## config.mk

```make
export PLATFORM = sky130hd
export DESIGN_NAME = store_buffer
export DESIGN_NICKNAME = d
export VERILOG_FILES = /design/src/rtl/store_buffer.sv
export SDC_FILE = /design/constraint.sdc
export NUM_CORES = 1
export LEC_CHECK = 0
export ABC_AREA = 1
export BUFFER_PORTS_ARGS = -buffer_cell sky130_fd_sc_hd__buf_2
export CAP_MARGIN = 20
export CORE_MARGIN = 8
export CORE_UTILIZATION = 30
export CTS_CLUSTER_DIAMETER = 150
export DETAILED_ROUTE_END_ITERATION = 10
export PLACE_DENSITY = 0.56
export SYNTH_ARGS = -nofsm -noshare
export SYNTH_HDL_FRONTEND = slang
export SYNTH_SLANG_ARGS = --single-unit
```

## constraint.sdc

```tcl
create_clock -name clk -period 5.5 [get_ports clk]
set_clock_uncertainty 0.15 [all_clocks]
set_input_delay 0.275 -clock clk [delete_from_list [all_inputs] [get_ports clk]]
set_output_delay 0.275 -clock clk [all_outputs]
set_load 0.03 [all_outputs]
```

## src/rtl/store_buffer.sv

```systemverilog
// Posted-write buffer between the memory stage and data_memory: queues CPU
// stores, drains one per non-load cycle and forwards the youngest match to loads.
module store_buffer #(
  parameter int DEPTH = 4,
  parameter int AW    = 32,
  parameter int DW    = 32
) (
  input  logic          clk,
  input  logic          reset,
  input  logic [AW-1:0] cpu_a,
  input  logic          cpu_we,
  input  logic          cpu_re,
  input  logic [DW-1:0] cpu_wd,
  output logic [DW-1:0] cpu_rd,
  output logic          cpu_stall,
  output logic [AW-1:0] mem_a,
  output logic          mem_we,
  output logic [DW-1:0] mem_wd,
  input  logic [DW-1:0] mem_rd,
  output logic          buf_empty
);

  localparam int PW = $clog2(DEPTH);
  localparam int CW = PW + 1;

  logic [AW-3:0] addr_q [DEPTH];
  logic [DW-1:0] data_q [DEPTH];

  logic [PW-1:0] wr_ptr_q, wr_ptr_d;
  logic [PW-1:0] rd_ptr_q, rd_ptr_d;
  logic [CW-1:0] count_q, count_d;

  logic full, empty, load_cyc, accept, drain;
  logic          fwd_hit;
  logic [DW-1:0] fwd_data;

  assign full     = (count_q == CW'(DEPTH));
  assign empty    = (count_q == '0);
  assign load_cyc = cpu_re & ~cpu_we;
  assign accept   = cpu_we & ~full;
  assign drain    = ~empty & ~load_cyc;

  // Pointer and occupancy next state; both pointers move on accept+drain.
  always_comb begin
    // NOTE: every combinational output gets a default first so no path leaves it unassigned (no latch).
    wr_ptr_d = wr_ptr_q;
    rd_ptr_d = rd_ptr_q;
    count_d  = count_q;
    if (accept) wr_ptr_d = wr_ptr_q + PW'(1);
    if (drain)  rd_ptr_d = rd_ptr_q + PW'(1);
    if (accept && !drain)      count_d = count_q + CW'(1);
    else if (!accept && drain) count_d = count_q - CW'(1);
  end

  // Walk valid entries oldest to youngest so the last match (youngest) wins.
  always_comb begin
    fwd_hit  = 1'b0;
    fwd_data = '0;
    for (int k = 0; k < DEPTH; k++) begin
      if ((CW'(k) < count_q) && (addr_q[rd_ptr_q + PW'(k)] == cpu_a[AW-1:2])) begin
        fwd_hit  = 1'b1;
        fwd_data = data_q[rd_ptr_q + PW'(k)];
      end
    end
  end

  // NOTE: sequential state uses non-blocking assignments so all registers update from pre-edge values.
  always_ff @(posedge clk or posedge reset) begin
    if (reset) begin
      wr_ptr_q <= '0;
      rd_ptr_q <= '0;
      count_q  <= '0;
    end else begin
      wr_ptr_q <= wr_ptr_d;
      rd_ptr_q <= rd_ptr_d;
      count_q  <= count_d;
    end
  end

  // NOTE: entry storage is not reset; validity comes from count/rd_ptr, so stale contents are harmless.
  always_ff @(posedge clk) begin
    if (accept) begin
      addr_q[wr_ptr_q] <= cpu_a[AW-1:2];
      data_q[wr_ptr_q] <= cpu_wd;
    end
  end

  assign cpu_stall = cpu_we & full;
  assign mem_we    = drain;
  assign mem_a     = drain ? {addr_q[rd_ptr_q], 2'b00} : cpu_a;
  assign mem_wd    = drain ? data_q[rd_ptr_q] : cpu_wd;
  assign cpu_rd    = (load_cyc && fwd_hit) ? fwd_data : mem_rd;
  assign buf_empty = empty;

endmodule
```

==> summary.txt <==
Status
  – Status: completed

Timing
  – TNS Setup: 0 ns
  – Worst slew pin tran: 1.06 ns
  – Endpoints failing hold: 0
  – Final Max Slew Viols: 0
  – Final period utilization: slightly above 90%
  – RSZ-0062 raised after global routing: no
  – FMAX: 197 MHz
  – Slew headroom: between 20% and 30%
  – Setup violators final: 0
  – Tmin final: ~5 ns

Synthesis
  – Cell Area, Synth: 18600 sq um
  – Mapped Avg Cell Area: 6.63 sq um
  – YS warnings: 0
  – Largest cells by area after synthesis: edfxtp_1 (40%), nand2_1 (29%), nand3_1 (6.8%)
  – FFs w/ async S/R, synth: under 10%
  – Share of the synthesized area in the top cell type: ~40%
  – Post-synth EDFFs: 248
  – Synth Register Bits: around 260
  – Register area share after synthesis: slightly above 40%
  – Top cells by count, synth: nand2_1 (1459), nand3_1 (252), edfxtp_1 (248)
  – Ys flop type: edfxtp_1
  – Distinct cells, synth: 26
  – Cells after Synth: roughly 2800
  – Syn Nets: around 2900
  – Yosys top cell by area: edfxtp_1
  – Count leader, synth: nand2_1

Floorplan
  – Initial Util: a little under a third
  – Die area: 70200 sq um
  – Die Ht: 265 um
  – I/O pin total: roughly 200
  – Die Wd: around 260 um
  – FP Rows: a little over 90
  – Core Box Area: approximately 60000 sq um

Min path
  – Hold Path Class: input port to async pin

Power and ir drop
  – P_leak: 10.7 nW
  – Power Dens Cells: around 600 nW/um^2
  – Peak VDD IR: approximately 0.46 mV

Final layout
  – Fill cells: around 6600
  – Sequential cell area: between 7000 and 8000 sq um
  – Fin nets: about 3100
  – Share of layout cells above drive strength 1: roughly 9.7%
  – Core Util, Final: approximately 36%
  – Multi-input logic area: roughly 9700 sq um
  – Syn-to-layout area delta: 18.4%

Global routing
  – M2 GR Usage: about 29%
  – Top Usage Layer GRT: met2
  – GRT met3 Usage: approximately 2.7%
  – Initial antenna violation count: 2
  – Largest net degree at the start of global routing: roughly 110
  – Number of global-route vias before repair: approximately 17000
  – Total GRT Usage: roughly 18%
  – First-pass GRT wire length: a little under 100 mm
  – GRT met1 Usage: about a quarter
  – Gr ovfl total: 0

Route
  – Via density: 4.88
  – DR iter-0 viols: 1515
  – Detailed Route WL: roughly 64 mm
  – Routed wire per std cell: 16.8 um
  – # DRC: 0
  – Initial DRT Pass Iterations: 6
  – DR vias: between 15000 and 20000
  – Final ANT Viol Nets: 0

Worst setup path
  – Worst-path cell chain: inv_6 > buf_4 > nand2_1 > nand3_1 > nand2_1 > nand2_1 > nand2_1 > nor2_1 > nand2_1 > nor2_1 > nand2_1 > nor2_4 > nor2_1 > nand2_1 > nand2_4 > nor2_1 > nand2_1 > nand2_1 > buf_2
  – CP arrival: approximately 4.6 ns
  – Critical Path Max Stage Delay: just over 0.6 ns
  – CP max-delay cell: dfrtp_4
  – Worst setup EP type: primary output
  – Critical Path Most Common Cell: nand2_1
  – Critical Path RT: 5.08 ns
  – Worst-path maximum fanout: 64
  – Crit path max-delay family: simple AND/OR/NAND/NOR gates
  – Startpoint types: flip-flop
  – Crit path kind: flip-flop to primary output
  – WP buf/inv: 3

Run
  – Max-cap violations: 0

Clock tree
  – Reg clk slew, reported paths: approximately 0.05 ns
  – Clk_lat worst skew: roughly 0.55 ns
  – Root Driver: clkbuf_16
  – Clock Sinks: between 200 and 300
  – CTS buffer count: 34
  – Post-CTS setup buffer count: 0
  – H-tree depth: 2
  – TritonCTS clock tree: done
  – Clock Tree Buf Depth: 3

Placed design
  – Port bufs: 198
  – HPWL after DPL: about 42 mm
  – RePlAce Congestion: ~0.86
==> power by group <==
part           internal, mW  switching [mW]  total (mW)
Combinational          2.19            5.60        7.80
Sequential             2.58           0.207        2.79
Clock                  1.34           0.921        2.26
Total                  6.11            6.73        12.8
==> kinds of logic (layout without fill, tap and decap cells) <==
| kind of cell | Yosys count | count (layout) | synth area share (%) |
|---|---|---|---|
| xor+xnor | 5 | 5 | 0.236 |
| flops | 255 | 255 | 41.0 |
| compound gates | 279 | 279 | 7.51 |
| fa+ha+maj | 9 | 9 | 0.606 |
| buf+inv | 300 | 504 | 7.00 |
| other cells | 0 | 1 | 0 |
| mux | 64 | 64 | 3.45 |
| simple gates | 1889 | 1890 | 40.2 |
==> flip-flops by register name (all words and copies together) (netlist names) <==
name / flops
rd_ptr_q: 2
addr_q: 120
wr_ptr_q: 2
count_q: 3
data_q: 128
==> cell type report <==
cell class / instances / area share (%)
clock inverter: 21 / 1.09
sequential: 255 / 34.7
inverter: 152 / 2.63
antenna: 1 / 0.0114
tap: 790 / 4.49
clock buffer: 41 / 3.99
timing repair buffer: 290 / 8.87
multi-input combinational: 2247 / 44.2
==> timing repair <==
action / in CTS / in global routing
hold endpoints to repair: 255 / 0
gates resized for setup: 0 / 1
endpoints found under the setup margin: 0 / 3
hold buffers: 63 / 0
==> final timing paths <==
| kind | from | end | depth (start not counted) | slack [ns] |
|---|---|---|---|---|
| worst max-delay path | rd_ptr_q[0]$_DFFE_PP0P_ | cpu_rd[10] | 19 | 0.43 |
| worst min register to register | wr_ptr_q[0]$_DFFE_PP0P_ | wr_ptr_q[0]$_DFFE_PP0P_ | 1 | 0.38 |
| worst min-delay path | reset | rd_ptr_q[1]$_DFFE_PP0P_ | 3 | 0.12 |
| worst max register to register | count_q[0]$_DFFE_PP0P_ | addr_q[2][21]$_DFFE_PP_ | 6 | 2.37 |
| max in group asynchronous | reset | rd_ptr_q[0]$_DFFE_PP0P_ | 3 | 4.81 |
| min in group clk | cpu_we | wr_ptr_q[0]$_DFFE_PP0P_ | 4 | 0.24 |
==> stage by stage <==
step / cell area [sq um] / hold WS, ns / cells / setup slack, ns / power (mW)
6_report: 22000 / 0.121 / 3797 / 0.432 / 12.8
5_1_grt: 22000 / 0.144 / 3796 / 0.0404 / 14.0
4_1_cts: 22000 / 0.104 / 3795 / 0.385 / 12.9
3_5_place_dp: 20200 / 0.0925 / 3670 / 0.997 / 10.6
3_3_place_gp: 20200 / 0.0898 / 3670 / 1.01 / 10.6
2_1_floorplan: 18600 / -0.0716 / 2801 / 1.17 / 8.44
==> tightest hold or removal path: stages <==
cell and delay [ns]:
dlygate4sd3_1 0.58, buf_2 0.13, inv_1 0.24
==> placed cells by master, fill, tap and decap left out, types with 2 or more instances in the layout <==
cell type and instances:
dfrtp_1 5, nor2_1 154, buf_12 9, edfxtp_1 248, buf_2 198, nand2_1 1459, clkinv_1 8, nor2_4 8
a21oi_1 35, clkbuf_16 34, dlygate4sd3_1 63, xor2_1 4, inv_16 2, bufinv_16 4, nor3_1 3, inv_1 149
o21ai_0 242, ha_1 9, nor2_2 2, clkbuf_1 7, nand4_1 8, clkinv_2 5, nand2_4 3, dfrtp_4 2
nand3_1 252, buf_4 20, mux2i_1 64
==> layer usage <==
| layer | part of all wire (%) | up-vias |
|---|---|---|
| li1 | - | 9408 |
| met1 | 45 | 8475 |
| met2 | 46 | 560 |
| met3 | 6.2 | 96 |
| met4 | 2.6 | 2 |
| met5 | 0.020 | - |
Power figures use the tool's default switching activity.
